<file path="src/rtl/slave_rx_packet_mep_if.sv">
// Bus between the SIE receive side, the endpoint RX FIFOs and the packet
// processor; the slave modport is the processor's view.
interface slave_rx_packet_mep_if #(
  parameter int NUM_EP   = 4,
  parameter int EP_SEL_W = 2,
  parameter int CNT_W    = 7
);
  logic                getPacketEn;
  logic [EP_SEL_W-1:0] epSel;
  logic [7:0]          RXDataIn;
  logic                RXDataValid;
  logic [7:0]          RXStreamStatusIn;
  logic [NUM_EP-1:0]   RXFifoFull;
  logic [NUM_EP-1:0]   RXFifoWEn;
  logic [7:0]          RXFifoData;
  logic [3:0]          RxPID;
  logic                RXPacketRdy;
  logic                CRCError;
  logic                bitStuffError;
  logic                dataSequence;
  logic                ACKRxed;
  logic                RXOverflow;
  logic                RXTimeOut;
  logic                maxSizeErr;
  logic [CNT_W-1:0]    byteCount;

  modport slave (
    input  getPacketEn, epSel, RXDataIn, RXDataValid, RXStreamStatusIn, RXFifoFull,
    output RXFifoWEn, RXFifoData, RxPID, RXPacketRdy, CRCError, bitStuffError,
           dataSequence, ACKRxed, RXOverflow, RXTimeOut, maxSizeErr, byteCount
  );

  modport master (
    output getPacketEn, epSel, RXDataIn, RXDataValid, RXStreamStatusIn, RXFifoFull,
    input  RXFifoWEn, RXFifoData, RxPID, RXPacketRdy, CRCError, bitStuffError,
           dataSequence, ACKRxed, RXOverflow, RXTimeOut, maxSizeErr, byteCount
  );
endinterface

</file>
<file path="src/rtl/slave_rx_packet_mep.sv">
// Slave USB receive packet processor: decodes the PID, captures handshake/EOP
// status, holds back trailing CRC bytes and steers payload to one of NUM_EP FIFOs.
`ifndef RX_PACKET_START
`define RX_PACKET_START 8'h00
`endif
`ifndef RX_PACKET_STREAM
`define RX_PACKET_STREAM 8'h01
`endif
`ifndef CRC_ERROR_BIT
`define CRC_ERROR_BIT 0
`endif
`ifndef BIT_STUFF_ERROR_BIT
`define BIT_STUFF_ERROR_BIT 1
`endif
`ifndef RX_OVERFLOW_BIT
`define RX_OVERFLOW_BIT 2
`endif
`ifndef ACK_RXED_BIT
`define ACK_RXED_BIT 5
`endif
`ifndef DATA_SEQUENCE_BIT
`define DATA_SEQUENCE_BIT 6
`endif
`ifndef HANDSHAKE
`define HANDSHAKE 2'h2
`endif
`ifndef DATA
`define DATA 2'h3
`endif

module slave_rx_packet_mep #(
  parameter int NUM_EP      = 4,
  parameter int EP_SEL_W    = 2,
  parameter int TRAIL_BYTES = 2,
  parameter int MAX_PKT     = 64,
  parameter int CNT_W       = 7
) (
  input logic clk,
  input logic rst,
  slave_rx_packet_mep_if.slave bus
);
  localparam int HC_W = $clog2(TRAIL_BYTES + 1);

  typedef enum logic [2:0] {WAIT_EN, WAIT_PKT, CHK_PID, HS, DATA, FIN, PKT_RDY} state_t;

  state_t              state, next_state;
  logic [EP_SEL_W-1:0] ep_reg;
  logic [7:0]          hold [TRAIL_BYTES];
  logic [HC_W-1:0]     hold_cnt;
  logic [7:0]          status_reg;
  logic [3:0]          pid;
  logic [CNT_W-1:0]    byte_count;
  logic [NUM_EP-1:0]   fifo_wen;
  logic [7:0]          fifo_data;
  logic                crc_err, stuff_err, data_seq, ack_rxed, overflow, timeout, max_err;
  logic [2**EP_SEL_W-1:0] full_pad;
  logic                stream_byte, pop, under_max;

  // Unpopulated endpoint slots look permanently full, so bytes aimed there are dropped.
  always_comb begin
    full_pad = '1;
    full_pad[NUM_EP-1:0] = bus.RXFifoFull;
  end

  assign stream_byte = (state == DATA) && bus.RXDataValid &&
                       (bus.RXStreamStatusIn == `RX_PACKET_STREAM);
  assign pop         = stream_byte && (hold_cnt == HC_W'(TRAIL_BYTES));
  assign under_max   = byte_count < CNT_W'(MAX_PKT);

  always_ff @(posedge clk) begin
    if (rst) state <= WAIT_EN;
    else     state <= next_state;
  end

  always_comb begin
    next_state = state;
    case (state)
      WAIT_EN:  if (bus.getPacketEn) next_state = WAIT_PKT;
      WAIT_PKT: if (bus.RXDataValid)
                  next_state = (bus.RXStreamStatusIn == `RX_PACKET_START) ? CHK_PID : PKT_RDY;
      CHK_PID:  begin
        if (pid[1:0] == `HANDSHAKE)  next_state = HS;
        else if (pid[1:0] == `DATA)  next_state = DATA;
        else                         next_state = PKT_RDY;
      end
      HS:       if (bus.RXDataValid) next_state = PKT_RDY;
      DATA:     if (bus.RXDataValid && !stream_byte) next_state = FIN;
      FIN:      next_state = PKT_RDY;
      PKT_RDY:  next_state = WAIT_EN;
      default:  next_state = WAIT_EN;
    endcase
  end

  always_ff @(posedge clk) begin
    if (rst) begin
      ep_reg     <= '0;
      hold_cnt   <= '0;
      status_reg <= '0;
      pid        <= '0;
      byte_count <= '0;
      fifo_wen   <= '0;
      fifo_data  <= '0;
      crc_err    <= 1'b0;
      stuff_err  <= 1'b0;
      data_seq   <= 1'b0;
      ack_rxed   <= 1'b0;
      overflow   <= 1'b0;
      timeout    <= 1'b0;
      max_err    <= 1'b0;
      for (int i = 0; i < TRAIL_BYTES; i++) hold[i] <= '0;
    end else begin
      fifo_wen <= '0;
      case (state)
        WAIT_EN: if (bus.getPacketEn) ep_reg <= bus.epSel;
        WAIT_PKT: begin
          hold_cnt   <= '0;
          byte_count <= '0;
          crc_err    <= 1'b0;
          stuff_err  <= 1'b0;
          data_seq   <= 1'b0;
          ack_rxed   <= 1'b0;
          overflow   <= 1'b0;
          timeout    <= 1'b0;
          max_err    <= 1'b0;
          if (bus.RXDataValid) begin
            if (bus.RXStreamStatusIn == `RX_PACKET_START) pid <= bus.RXDataIn[3:0];
            else                                          timeout <= 1'b1;
          end
        end
        HS: if (bus.RXDataValid) begin
          overflow <= bus.RXDataIn[`RX_OVERFLOW_BIT];
          ack_rxed <= bus.RXDataIn[`ACK_RXED_BIT];
        end
        DATA: if (bus.RXDataValid) begin
          if (stream_byte) begin
            for (int i = TRAIL_BYTES - 1; i > 0; i--) hold[i] <= hold[i-1];
            hold[0] <= bus.RXDataIn;
            if (!pop) hold_cnt <= hold_cnt + 1'b1;
            // The oldest held byte is now known not to be CRC, so it is payload.
            if (pop) begin
              if (byte_count != '1) byte_count <= byte_count + 1'b1;
              if (!under_max) begin
                max_err <= 1'b1;
              end else if (full_pad[ep_reg]) begin
                overflow <= 1'b1;
              end else begin
                fifo_wen  <= NUM_EP'(1) << ep_reg;
                fifo_data <= hold[TRAIL_BYTES-1];
              end
            end
          end else begin
            status_reg <= bus.RXStreamStatusIn;
          end
        end
        FIN: begin
          crc_err   <= status_reg[`CRC_ERROR_BIT];
          stuff_err <= status_reg[`BIT_STUFF_ERROR_BIT];
          data_seq  <= status_reg[`DATA_SEQUENCE_BIT];
        end
        default: ;
      endcase
    end
  end

  assign bus.RXFifoWEn     = fifo_wen;
  assign bus.RXFifoData    = fifo_data;
  assign bus.RxPID         = pid;
  assign bus.RXPacketRdy   = (state == PKT_RDY);
  assign bus.CRCError      = crc_err;
  assign bus.bitStuffError = stuff_err;
  assign bus.dataSequence  = data_seq;
  assign bus.ACKRxed       = ack_rxed;
  assign bus.RXOverflow    = overflow;
  assign bus.RXTimeOut     = timeout;
  assign bus.maxSizeErr    = max_err;
  assign bus.byteCount     = byte_count;
endmodule

</file>
<file path="src/flat_wrapper.sv">
// flat-port wrapper written by rule: the top's interface ports become plain ports
module slave_rx_packet_mep_flat 
#(
  parameter int NUM_EP      = 4,
  parameter int EP_SEL_W    = 2,
  parameter int TRAIL_BYTES = 2,
  parameter int MAX_PKT     = 64,
  parameter int CNT_W       = 7
)
  (clk, rst, bus_getPacketEn, bus_epSel, bus_RXDataIn, bus_RXDataValid, bus_RXStreamStatusIn, bus_RXFifoFull, bus_RXFifoWEn, bus_RXFifoData, bus_RxPID, bus_RXPacketRdy, bus_CRCError, bus_bitStuffError, bus_dataSequence, bus_ACKRxed, bus_RXOverflow, bus_RXTimeOut, bus_maxSizeErr, bus_byteCount);
  slave_rx_packet_mep_if #(.NUM_EP(NUM_EP), .EP_SEL_W(EP_SEL_W), .CNT_W(CNT_W)) bus_i ();
  input logic clk;
  input logic rst;
  input wire logic [$bits(bus_i.getPacketEn)-1:0] bus_getPacketEn;
  input wire logic [$bits(bus_i.epSel)-1:0] bus_epSel;
  input wire logic [$bits(bus_i.RXDataIn)-1:0] bus_RXDataIn;
  input wire logic [$bits(bus_i.RXDataValid)-1:0] bus_RXDataValid;
  input wire logic [$bits(bus_i.RXStreamStatusIn)-1:0] bus_RXStreamStatusIn;
  input wire logic [$bits(bus_i.RXFifoFull)-1:0] bus_RXFifoFull;
  output wire logic [$bits(bus_i.RXFifoWEn)-1:0] bus_RXFifoWEn;
  output wire logic [$bits(bus_i.RXFifoData)-1:0] bus_RXFifoData;
  output wire logic [$bits(bus_i.RxPID)-1:0] bus_RxPID;
  output wire logic [$bits(bus_i.RXPacketRdy)-1:0] bus_RXPacketRdy;
  output wire logic [$bits(bus_i.CRCError)-1:0] bus_CRCError;
  output wire logic [$bits(bus_i.bitStuffError)-1:0] bus_bitStuffError;
  output wire logic [$bits(bus_i.dataSequence)-1:0] bus_dataSequence;
  output wire logic [$bits(bus_i.ACKRxed)-1:0] bus_ACKRxed;
  output wire logic [$bits(bus_i.RXOverflow)-1:0] bus_RXOverflow;
  output wire logic [$bits(bus_i.RXTimeOut)-1:0] bus_RXTimeOut;
  output wire logic [$bits(bus_i.maxSizeErr)-1:0] bus_maxSizeErr;
  output wire logic [$bits(bus_i.byteCount)-1:0] bus_byteCount;
  assign bus_i.getPacketEn = bus_getPacketEn;
  assign bus_i.epSel = bus_epSel;
  assign bus_i.RXDataIn = bus_RXDataIn;
  assign bus_i.RXDataValid = bus_RXDataValid;
  assign bus_i.RXStreamStatusIn = bus_RXStreamStatusIn;
  assign bus_i.RXFifoFull = bus_RXFifoFull;
  assign bus_RXFifoWEn = bus_i.RXFifoWEn;
  assign bus_RXFifoData = bus_i.RXFifoData;
  assign bus_RxPID = bus_i.RxPID;
  assign bus_RXPacketRdy = bus_i.RXPacketRdy;
  assign bus_CRCError = bus_i.CRCError;
  assign bus_bitStuffError = bus_i.bitStuffError;
  assign bus_dataSequence = bus_i.dataSequence;
  assign bus_ACKRxed = bus_i.ACKRxed;
  assign bus_RXOverflow = bus_i.RXOverflow;
  assign bus_RXTimeOut = bus_i.RXTimeOut;
  assign bus_maxSizeErr = bus_i.maxSizeErr;
  assign bus_byteCount = bus_i.byteCount;
  slave_rx_packet_mep #(.NUM_EP(NUM_EP), .EP_SEL_W(EP_SEL_W), .TRAIL_BYTES(TRAIL_BYTES), .MAX_PKT(MAX_PKT), .CNT_W(CNT_W)) u_core (.clk(clk), .rst(rst), .bus(bus_i));
endmodule
</file>
<file path="config.mk">
export PLATFORM = sky130hd
export DESIGN_NAME = slave_rx_packet_mep_flat
export DESIGN_NICKNAME = d
export VERILOG_FILES = /design/src/rtl/slave_rx_packet_mep_if.sv /design/src/rtl/slave_rx_packet_mep.sv /design/src/flat_wrapper.sv
export SDC_FILE = /design/constraint.sdc
export NUM_CORES = 1
export LEC_CHECK = 0
export CAP_MARGIN = 15
export CORE_ASPECT_RATIO = 0.7
export CORE_UTILIZATION = 45
export DETAILED_ROUTE_END_ITERATION = 10
export PLACE_DENSITY = 0.79
export SYNTH_ARGS = -nofsm -noshare
export SYNTH_HDL_FRONTEND = slang
export SYNTH_SLANG_ARGS = --single-unit
</file>
<file path="constraint.sdc">
create_clock -name clk -period 2.1 [get_ports clk]
set_input_delay 0.42 -clock clk [delete_from_list [all_inputs] [get_ports clk]]
set_output_delay 0.42 -clock clk [all_outputs]
set_load 0.05 [all_outputs]
</file>
==> flow_summary.toml <==
[synth]
synthAdderAreaFrac_pct = 0.9671
avgSynthCellArea_um2 = 9.990
yosys.area_share.simple_pct = 26.45
synth_top_family_by_area = "simple AND/OR/NAND/NOR gates"
yosysTopAreaCellShare_pct = 30.95
syn-instance-count = 259
synth.area.top_cells = "dfxtp_1 (31%), edfxtp_1 (19%), mux2i_1 (4.3%), and2_1 (4.1%), a21oi_1 (3.7%)"
synth-compound-area-share_pct = 13.30
synth_area_um2 = 2587
syn_nets = 287
synth-xor-area-share_pct = 0
synth_top_flop_cell = "dfxtp_1"
synth_mux_area_share_pct = 5.561
synth-seq-cells = 56
async_flop_share_pct = 0
ys_top_cells_by_count = "dfxtp_1 (40), a21oi_1 (19), and2_1 (17), nor2_1 (17), edfxtp_1 (16)"
synth-seq-area-share_pct = 49.52
yosysTopAreaCell = "dfxtp_1"
synth_edf_count = 16
synth_warnings = 0
synth.most_common_cell = "dfxtp_1"
ys_types = 55

[worst_setup_path]
worstPathMaxFanout = 6
path_cells = "clkdlybuf4s50_1"
arrival_ns = 1.61
cp.depth = 1
critPathSlowestCell = "clkdlybuf4s50_1"
worstSetupPathType = "flip-flop to output pin"
slowest_delay_ns = 0.85
cp.required_ns = 1.68
crit_family = "buffers and inverters"
critPathLaunchType = "flip-flop"
crit_buf_inv = 1
end_kind = "output pin"
r2r_cells = 5

[route]
num_vias = 2197
wire_per_inst_um = 14.34
drt_iter0_markers = 180
viasPerCell = 5.520
drc = 0
finalWirelength_mm = 5.709
antenna_left = 0
drtPass1Iterations = 4

[timing]
min_period_ns = 2.030
skew_ns = 0.008011
maxSlewViolCount = 0
worst_slew_pin_slew_ns = 0.5818
hold_ws_ns = 0.4650
fmax_mhz = 492.6
maxSlewHeadroom_pct = 61.16
setup_violations = 0
period_share_pct = 96.68
finalSetupTns_ns = 0
finalHoldViolCount = 0
rsz0062_at_grt = "no"

[global_routing]
track_usage_pct = 19.68
gr-total-overflow = 0
grt_pass1_vias = 1886
grt_pass1_wl_mm = 9.211
grt_max_degree = 21
antenna_found_initial = 0

[final_layout]
drive_above_1_share_pct = 12.27
stdcell_area_um2 = 3445
finalNetCount = 353
largest_register_ffs = 16
syn2layout_area_growth_pct = 33.12
antenna_cells = 0
fin_util_pct = 63.85
regMostFlops = "u_core.hold"

[cts]
ctsResizeCount = 0
cts_sinks = 56
clockBufferDepth = 2
cts-hold-fix-buffers = 0
insertion_delay_ns = 0.31
ctsHtreeMaxLevel = 2
cts_buffers = 5
cts.clk_slew.worst_paths_ns = 0.10
postCtsSetupRepairBufs = 0
cts_tree = "yes"
clock-root-buffer = "clkbuf_8"

[floorplan]
dieArea_um2 = 6062
io-pin-count = 57
die_w_um = 92.63
num_rows = 22
die_h_um = 65.44
coreArea_um2 = 5395
start_util_pct = 47.96

[pwr]
vdd.ir_drop.worst_mv = 0.4901
power.density_nw_per_um2 = 731.0
p_leak_nw = 1.195

[place]
hpwl_mm = 4.169
place_congestion = 0.8079
portBuffers = 56
place_area_um2 = 3352

[job]
drv_cap = 0

[outcome]
status = "complete, no violations"

[hold_path]
hp-class = "flip-flop to flip-flop"
whs_path_depth = 2
-- layout make-up --
cell class                 count  area (µm²)
clock buffer                   5       68.82
clock inverter                 3       23.77
sequential                    56        1281
timing repair buffer          77       753.2
tap                           72       90.09
multi-input combinational    178        1201
inverter                       7       26.28
fill                         442        1951
-- power breakdown --
part	internal, W	leakage (nW)	switching, W
logic	0.000295	0.666	0.000369
registers	0.00117	0.489	0.0000878
clock network	0.000237	0.0404	0.000360
total	0.00170	1.19	0.000817
-- tightest hold or removal path: cells and delay by family (launching register included) --
kind | cells | cell delay [ns]
AND/OR/NAND/NOR | 1 | 0.05
flip-flops | 1 | 0.33
AO/OA/AOI/OAI | 1 | 0.05
-- metrics by stage --
stage	power, W	worst slack [ns]	std cells
6_report	0.002518	0.06980	398
5_1_grt	0.002636	0.005417	398
4_1_cts	0.002522	0.06356	398
3_5_place_dp	0.001932	-0.1529	390
3_3_place_gp	0.001920	-0.1094	390
2_1_floorplan	0.001694	0.2473	259
-- final timing paths --
| kind | start | end | slack (ns) |
|---|---|---|---|
| setup / recovery | u_core.bus.byteCount[6] | bus_byteCount[6] | 0.07 |
| hold / removal | u_core.bus.CRCError | u_core.bus.CRCError | 0.46 |
| setup reg to reg | u_core.state[1] | u_core.hold[1][1] | 0.27 |
| hold reg to reg | u_core.bus.CRCError | u_core.bus.CRCError | 0.46 |
-- cells in the final DEF, fill, tap and decap left out, types with 3 or more instances in the layout --
cell / Yosys / routed
clkdlybuf4s50_1: 0 / 55
dfxtp_1: 40 / 40
a21oi_1: 19 / 19
buf_4: 2 / 19
and2_1: 17 / 17
nor2_1: 17 / 17
edfxtp_1: 16 / 16
o21ai_0: 15 / 15
mux2i_1: 11 / 11
nand4_1: 10 / 10
nand2_1: 9 / 9
inv_1: 7 / 7
nand3_1: 7 / 7
and3_1: 6 / 6
nand2b_1: 6 / 6
clkbuf_8: 0 / 5
nor4_1: 4 / 4
nor2b_1: 4 / 4
a31oi_1: 4 / 4
nor3_1: 4 / 4
o21ai_1: 3 / 3
a211oi_1: 3 / 3
buf_12: 0 / 3
-- routing by layer --
layer | global-route usage (%) | vias to the layer above | part of all wire, %
li1 | - | 1095 | -
met5 | 0 | - | 0
met1 | 29.41 | 1024 | 52
met4 | 5.769 | 0 | 1.0
met3 | 4.398 | 7 | 6.1
met2 | 28.24 | 71 | 41
-- logic make-up (layout without fill, tap and decap cells) --
kind of cell	after synthesis	count (layout)
compound gates	57	57
fa+ha+maj	2	2
buf+inv	25	92
flops	56	56
mux	13	13
simple gates	106	106
No activity file was read; power rests on OpenSTA's default activity.
